### config.mk
export PLATFORM = sky130hd
export DESIGN_NAME = mem_access_unit
export DESIGN_NICKNAME = d
export VERILOG_FILES = /design/src/rtl/mem_access_unit.sv
export SDC_FILE = /design/constraint.sdc
export NUM_CORES = 1
export LEC_CHECK = 0
export BUFFER_PORTS_ARGS = -buffer_cell sky130_fd_sc_hd__buf_4
export CAP_MARGIN = 10
export CORE_MARGIN = 2
export CORE_UTILIZATION = 35
export DETAILED_ROUTE_END_ITERATION = 6
export HOLD_SLACK_MARGIN = 0.05
export PLACE_DENSITY = 0.71
export SLEW_MARGIN = 20
export SYNTH_ARGS = -nofsm -noshare
export SYNTH_HDL_FRONTEND = slang
export SYNTH_SLANG_ARGS = --single-unit
### constraint.sdc
create_clock -name clk -period 5.6 [get_ports clk]
set_clock_uncertainty 0.1 [all_clocks]
set_input_delay 1.12 -clock clk [delete_from_list [all_inputs] [get_ports clk]]
set_output_delay 1.12 -clock clk [all_outputs]
set_load 0.01 [all_outputs]
### src/rtl/mem_access_unit.sv
// rtl/mem_access_unit.sv - MEM-stage load/store unit bridging the execute stage to the DDR3 user interface
// Optional feature macro: MEM_ALIGN_CHK_EN (adds misalign_o and skips DDR traffic for misaligned H/W accesses)
module mem_access_unit #(
  parameter int DATA_W = 32,
  parameter int ADDR_W = 29,
  parameter int DEST_W = 5
) (
  input  logic                clk,
  input  logic                rst_n,
  input  logic                req_valid_i,
  output logic                req_ready_o,
  input  logic                req_store_i,
  input  logic [1:0]          req_size_i,
  input  logic                req_unsigned_i,
  input  logic [ADDR_W-1:0]   req_addr_i,
  input  logic [DATA_W-1:0]   req_data_i,
  input  logic [DEST_W-1:0]   req_dest_i,
  output logic                wb_valid_o,
  output logic [DEST_W-1:0]   wb_dest_o,
  output logic [DATA_W-1:0]   wb_data_o,
  output logic                mem_en_o,
  output logic [2:0]          mem_cmd_o,
  output logic [ADDR_W-1:0]   mem_addr_o,
  input  logic                mem_rdy_i,
  output logic                mem_wdf_wren_o,
  output logic [DATA_W-1:0]   mem_wdf_data_o,
  output logic [DATA_W/8-1:0] mem_wdf_mask_o,
  output logic                mem_wdf_end_o,
  input  logic                mem_wdf_rdy_i,
  input  logic [DATA_W-1:0]   mem_rd_data_i,
  input  logic                mem_rd_data_valid_i,
  input  logic                mem_rd_data_end_i
`ifdef MEM_ALIGN_CHK_EN
  ,
  output logic                misalign_o
`endif
);

  localparam int NB = DATA_W / 8;
  localparam int LW = $clog2(NB);

  typedef enum logic [2:0] {
    IDLE    = 3'd0,
    RD_CMD  = 3'd1,
    RD_WAIT = 3'd2,
    WR      = 3'd3,
    RESP    = 3'd4
  } state_t;

  state_t state, state_n;

  logic              store_r;
  logic [1:0]        size_r;
  logic              uns_r;
  logic [ADDR_W-1:0] addr_r;
  logic [DATA_W-1:0] data_r;
  logic [DEST_W-1:0] dest_r;
  logic              cmd_done_r;
  logic              wdf_done_r;
  logic [DATA_W-1:0] ld_data_r;

  logic              accept;
  logic              mis_req;
  logic              mis_flag;
  logic [LW-1:0]     lane;
  logic [LW-1:0]     lane_al;
  int                nbytes;
  logic [DATA_W-1:0] rd_shift;
  logic              fill;
  logic [DATA_W-1:0] ld_ext;
  logic [DATA_W-1:0] wr_rep;
  logic [NB-1:0]     wr_mask;
  logic              unused_rd_end;

  // Read completion is always single beat, so the end flag carries no information.
  assign unused_rd_end = mem_rd_data_end_i;

  assign accept = (state == IDLE) && req_valid_i;

`ifdef MEM_ALIGN_CHK_EN
  logic misalign_r;

  // A half on an odd address or a word off a 4-byte boundary is rejected without DDR traffic.
  always_comb begin
    mis_req = 1'b0;
    if (req_size_i == 2'b01)
      mis_req = req_addr_i[0];
    else if (req_size_i[1])
      mis_req = (req_addr_i[1:0] != 2'b00);
  end

  // Remember the misalignment verdict for the response cycle.
  always_ff @(posedge clk or negedge rst_n) begin
    if (!rst_n)
      misalign_r <= 1'b0;
    else if (accept)
      misalign_r <= mis_req;
  end

  assign mis_flag   = misalign_r;
  assign misalign_o = (state == RESP) && misalign_r;
`else
  assign mis_req  = 1'b0;
  assign mis_flag = 1'b0;
`endif

  // State register.
  always_ff @(posedge clk or negedge rst_n) begin
    if (!rst_n)
      state <= IDLE;
    else
      state <= state_n;
  end

  // Request capture at acceptance, per-channel handshake tracking and load data capture.
  always_ff @(posedge clk or negedge rst_n) begin
    if (!rst_n) begin
      store_r    <= 1'b0;
      size_r     <= 2'b00;
      uns_r      <= 1'b0;
      addr_r     <= '0;
      data_r     <= '0;
      dest_r     <= '0;
      cmd_done_r <= 1'b0;
      wdf_done_r <= 1'b0;
      ld_data_r  <= '0;
    end else begin
      if (accept) begin
        store_r    <= req_store_i;
        size_r     <= req_size_i;
        uns_r      <= req_unsigned_i;
        addr_r     <= req_addr_i;
        data_r     <= req_data_i;
        dest_r     <= req_dest_i;
        cmd_done_r <= 1'b0;
        wdf_done_r <= 1'b0;
      end
      if (state == WR) begin
        if (mem_rdy_i)
          cmd_done_r <= 1'b1;
        if (mem_wdf_rdy_i)
          wdf_done_r <= 1'b1;
      end
      if ((state == RD_WAIT) && mem_rd_data_valid_i)
        ld_data_r <= ld_ext;
    end
  end

  // Lane selection, load extraction/extension and store replication/masking.
  always_comb begin
    lane     = addr_r[LW-1:0];
    lane_al  = lane;
    nbytes   = 4;
    rd_shift = '0;
    fill     = 1'b0;
    ld_ext   = '0;
    wr_rep   = '0;
    wr_mask  = '1;
    case (size_r)
      2'b00: begin
        lane_al = lane;
        nbytes  = 1;
      end
      2'b01: begin
        lane_al = lane & ~LW'(1);
        nbytes  = 2;
      end
      default: begin
        lane_al = lane & ~LW'(3);
        nbytes  = 4;
      end
    endcase
    rd_shift = mem_rd_data_i >> {lane_al, 3'b000};
    case (size_r)
      2'b00:   fill = ~uns_r & rd_shift[7];
      2'b01:   fill = ~uns_r & rd_shift[15];
      default: fill = ~uns_r & rd_shift[31];
    endcase
    for (int i = 0; i < DATA_W; i++)
      ld_ext[i] = (i < nbytes * 8) ? rd_shift[i] : fill;
    for (int i = 0; i < NB; i++) begin
      case (size_r)
        2'b00:   wr_rep[i*8 +: 8] = data_r[7:0];
        2'b01:   wr_rep[i*8 +: 8] = data_r[(i % 2)*8 +: 8];
        default: wr_rep[i*8 +: 8] = data_r[(i % 4)*8 +: 8];
      endcase
      wr_mask[i] = !((i >= int'(lane_al)) && (i < int'(lane_al) + nbytes));
    end
  end

  // Next-state logic and all state-derived outputs.
  always_comb begin
    state_n        = state;
    req_ready_o    = 1'b0;
    wb_valid_o     = 1'b0;
    wb_dest_o      = '0;
    wb_data_o      = '0;
    mem_en_o       = 1'b0;
    mem_cmd_o      = 3'b000;
    mem_addr_o     = '0;
    mem_wdf_wren_o = 1'b0;
    mem_wdf_data_o = '0;
    mem_wdf_mask_o = '0;
    case (state)
      IDLE: begin
        req_ready_o = rst_n;
        if (req_valid_i) begin
          if (mis_req)
            state_n = RESP;
          else if (req_store_i)
            state_n = WR;
          else
            state_n = RD_CMD;
        end
      end
      RD_CMD: begin
        mem_en_o   = 1'b1;
        mem_cmd_o  = 3'b001;
        mem_addr_o = addr_r & ~ADDR_W'(NB - 1);
        if (mem_rdy_i)
          state_n = RD_WAIT;
      end
      RD_WAIT: begin
        if (mem_rd_data_valid_i)
          state_n = RESP;
      end
      WR: begin
        mem_en_o       = !cmd_done_r;
        mem_addr_o     = addr_r & ~ADDR_W'(NB - 1);
        mem_wdf_wren_o = !wdf_done_r;
        mem_wdf_data_o = wr_rep;
        mem_wdf_mask_o = wr_mask;
        if ((cmd_done_r || mem_rdy_i) && (wdf_done_r || mem_wdf_rdy_i))
          state_n = RESP;
      end
      RESP: begin
        wb_valid_o = 1'b1;
        if (!store_r && !mis_flag) begin
          wb_dest_o = dest_r;
          wb_data_o = ld_data_r;
        end
        state_n = IDLE;
      end
      default: state_n = IDLE;
    endcase
  end

  assign mem_wdf_end_o = mem_wdf_wren_o;

endmodule

# Word-level counts from Yosys, hierarchy flattened
# Index checks and enable logic that the tools add are counted.
# classes
reduce_logical	19
shifts	1
bitwise_logic	4
mux	62
n_lt_le_gt_ge	39
add_sub_neg	1
n_eq_ne	9
# ops
cell	count
$lt 6x32->1 const A	16
$lt 5x32->1 const A	8
$lt 3x32->1 const A	4
$lt 4x32->1 const A	4
$mux 32	3
$lt 1x32->1 const A	2
$lt 2x32->1 const A	2
$mux 1	42
$add 3x32->32	1
$shr 32x5->32	1
$mux 29	1
$mux 8	2
$pmux 8 s2	1
$mux 3	4
$pmux 3 s4	1
$mux 5	2
$eq 3x2->1 const B	2
$logic_and 1x1->1	6
$logic_not 1->1	6
$ne 2x2->1 const B	3
$pmux 3 s2	1
$ge 1x2->1 const A	2
$mux 4	1
$pmux 1 s2	2
other kinds (14)	18
# totals
elab_cells	145
reg_bits	107
in_bits	109

# Longest topological paths before layout
# logic_depth
word_depth	7
depth_mapped	14
mapped_depth_nobuf	10

# Least setup slack after synthesis
# No wires, ideal clock.
# synth_path
path_type	flip-flop to output port
startpoint	reg size_r[1]
endpoint	out mem_wdf_mask_o[2]
arrival_ns	3.115
setup_slack_ns	1.265
path_stages_with_launch	15
cell_sequence	dfrtp_1 -> buf_6 -> nor2_2 -> inv_1 -> clkbuf_1 -> ha_1 -> or3b_1 -> buf_6 -> clkinv_8 -> buf_2 -> ha_1 -> nor4bb_1 -> o22ai_1 -> a31oi_1 -> a311oi_1
# synth_between
elab_chain_len	7
word_cells_on_any_way	10
classes_between	add/sub (1); order compare (2); eq/ne (1); mux (3); reduce/logical (3)
# synth_lines
item	line_no	source
from (decl)	53	logic [1:0] size_r;
from (signal assigned)	130	size_r <= req_size_i;
$eq 2x1->1 or $logic_not 2->1 (tied branches)	159	case (size_r)
$pmux 2 s2 or $pmux 3 s2 (tied branches)	159	
$add 3x32->32	187	wr_mask[i] = !((i >= int'(lane_al)) && (i < int'(lane_al) + nbytes));
$lt 3x32->1	187	
$logic_and 1x1->1 (*)	187	
$logic_not 1->1 (*)	187	
$mux 4 (*)	204	case (state)
to (decl)	27	output logic [DATA_W/8-1:0] mem_wdf_mask_o,
# Every way passes the cells marked *; elsewhere a longest branch is shown, timed or not.

# Worst setup path in the final report
# layout_path
startpoint	reg size_r[0]
endpoint	out mem_wdf_mask_o[2]
# The elaborated chain is that of the path after synthesis.

==> results.toml <==
[worst_setup_path]
worstPathArrival_ns = 3.65
path_class = "flop to output port"
setup.worst_path.start_class = "flop"
cp-end-kind = "output port"
critPathRequiredTime_ns = 4.38
cp_max_fo = 20

[global_route]
gr-total-overflow = 0
grt_pass1_vias = 5296
grt.total_usage_pct = 20.37
antenna_found_initial = 0
grt_max_degree = 62
grt_first_pass_wirelength_mm = 28.38

[pwr]
p_leak_nw = 4.044
power.internal_mw = 2.363
ir_worst_vdd_uv = 277.9
power.total_mw = 4.034
clock_power_share_pct = 17.7
power_frac_seq_pct = 35.2
netSwitchingFraction_pct = 41.41
comb_power_share_pct = 47.1
p_sw_mw = 1.671
p_per_area_nw_per_um2 = 514.1

[timing]
fmaxAchievable_mhz = 205.3
tightest_slew_ns = 0.7928
hold-worst-slack_ns = 0.3678
final-max-slew-violation-count = 0
setup_violations = 0
setup_ws_ns = 0.7295
period_needed_ns = 4.870
hold_viol = 0
fin_setup_tns_ns = 0
relSlewSlack_pct = 46.90
rsz0062_at_grt = "false"
finalCritPeriodShare_pct = 86.97

[synth]
synth_top_area_share_pct = 46.44
netlist_area_sq_um = 5766
synth_cell_types = 47
ys_ff_latch = 107
syn_area_per_cell_sq_um = 8.308
syn_inst = 694
yosysWarnings = 0
yosysSeqAreaShare_pct = 46.44
async_flop_share_pct = 100.0
synth_edf_count = 0
synthTopCellsByArea = "dfrtp_1, nand2_1, and2_1"
yosysTopAreaCell = "dfrtp_1"
ys.flop_type = "dfrtp_1"

[floorplan]
dieHeight_um = 132.3
die_area_sq_um = 17520
row_count = 46
ios = 219
initial_core_util_pct = 36.03
fp.dieW_um = 132.3
core-area_sq_um = 16000

[cts]
cts_sinks = 107
cts_resized = 0
holdBufCountCts = 0
clockBufferDepth = 2
path_clk_slew_ns = 0.08
cts_setup_buffers = 0
cts_max_level = 3
clk_latency_ns = 0.36
cts-root-buf = "clkbuf_16"
tritoncts = "yes"
cts_buffers = 9

[route]
drc = 0
avgViaCountPerCell = 4.889
drtIter0Drc = 354
wl_mm = 17.67
dr.pass1.iters = 4
ant_nets = 0
post_drt_wl_per_cell_um = 16.03
vias = 5388

[placed_design]
globalplace.congestion = 0.8587
place_hpwl_mm = 12.57
dpl-instance-area_sq_um = 7518
post-place-ws_ns = 1.126
portBuffers = 213

[layout]
area_growth_pct = 36.09
antenna_cells = 0
final_area_sq_um = 7846
num-fill-cells = 1633
nets = 993
layout-drive-gt1-share_pct = 30.02

[outcome]
outcome = "complete, no violations"

[job]
drv_cap = 0

[worst_hold_path]
min_path_type = "flop to flop"
-- worst max-delay path, stage by stage, from the launching register on --
cell	delay (ns)
dfrtp_1	0.79
nor2_2	0.10
inv_1	0.48
ha_1	0.26
or3b_1	0.24
clkinv_8	0.15
fa_1	0.43
o22ai_1	0.25
a31oi_1	0.07
a311oi_1	0.30
buf_4	0.20
-- power by group through the flow --
stage,Combinational (mW),Clock [mW],Sequential [mW]
after floorplan,1.35,0,1.30
after global placement,1.87,0,1.42
after detailed placement,1.91,0,1.43
after CTS,1.92,0.732,1.42
after global routing,2.11,0.759,1.48
final,1.90,0.715,1.42
-- placed cells by master (no fill, tap or decap), types with 7 or more instances in the layout --
cell type  instances
a21oi_1           27
a22oi_1            8
a31o_2             7
and2_1            81
buf_4            223
clkbuf_16          9
dfrtp_1          107
mux2_2             9
mux2i_1           24
nand2_1          276
nor2_1            32
o221ai_1           8
o32a_1             8
-- through the flow --
stage / util (%) / instances
after global placement: 46.96 / 1086
after CTS: 49.04 / 1102
after detailed placement: 46.99 / 1086
final: 49.04 / 1102
after global routing: 49.04 / 1102
after floorplan: - / 697
-- final timing paths --
path	depth (start not counted)	from	slack (ns)	to
hold / removal	2	addr_r[7]$_DFFE_PN0P_	0.37	addr_r[7]$_DFFE_PN0P_
setup reg to reg	8	size_r[0]$_DFFE_PN0P_	2.13	ld_data_r[27]$_DFFE_PN0P_
max in group asynchronous	2	rst_n	3.45	data_r[23]$_DFFE_PN0P_
setup / recovery	10	size_r[0]$_DFFE_PN0P_	0.73	mem_wdf_mask_o[2]
min in group asynchronous	1	rst_n	0.70	data_r[4]$_DFFE_PN0P_
hold reg to reg	2	addr_r[7]$_DFFE_PN0P_	0.37	addr_r[7]$_DFFE_PN0P_
-- cells by family after synthesis --
kind of cell / count (synthesis) / synth area share, %
AOI/OAI and AO/OA: 77 / 9.831
adders and majority gates: 3 / 0.7812
buffers and inverters: 57 / 4.753
DFF: 107 / 46.44
muxes: 33 / 5.925
other: 1 / 0.06504
and+or+nand+nor: 416 / 32.21
-- per-layer routing --
| metal | up-vias | part of all wire [%] | GRT usage [%] |
|---|---|---|---|
| li1 | 2613 | - | - |
| met1 | 2549 | 44 | 27.35 |
| met2 | 201 | 45 | 31.15 |
| met3 | 25 | 8.6 | 5.921 |
| met4 | 0 | 2.5 | 7.706 |
| met5 | - | 0 | 0 |
-- synthesized netlist by cell type, drive strengths merged, types with 3 or more instances --
| master | number |
|---|---|
| clkbuf | 34 |
| buf | 16 |
| dfrtp | 107 |
| nor3 | 4 |
| nor2 | 33 |
| a22oi | 8 |
| a21oi | 27 |
| mux2i | 24 |
| nand3b | 3 |
| o22ai | 3 |
| nor3b | 3 |
| o221ai | 9 |
| nor2b | 3 |
| a31oi | 3 |
| and2 | 82 |
| a31o | 7 |
| inv | 6 |
| mux2 | 9 |
| o32a | 8 |
| nand2b | 3 |
| o21ai | 4 |
| nand2 | 277 |
-- registers in the layout, summed over array words and instances (netlist names) --
| name | count |
|---|---|
| data_r | 32 |
| size_r | 2 |
| store_r | 1 |
| state | 3 |
| addr_r | 29 |
| cmd_done_r | 1 |
| wdf_done_r | 1 |
| ld_data_r | 32 |
| dest_r | 5 |
| uns_r | 1 |
-- cell type report --
class	instances	area, sq um	share of cell area, %
Timing Repair Buffer	223	1674	21.34
Inverter	7	38.79	0.4943
Clock inverter	7	102.6	1.308
Clock buffer	9	225.2	2.870
Sequential cell	107	2678	34.13
Tap cell	216	270.3	3.444
Multi-Input combinational cell	533	2858	36.42
(Power assumes the default switching activity.)
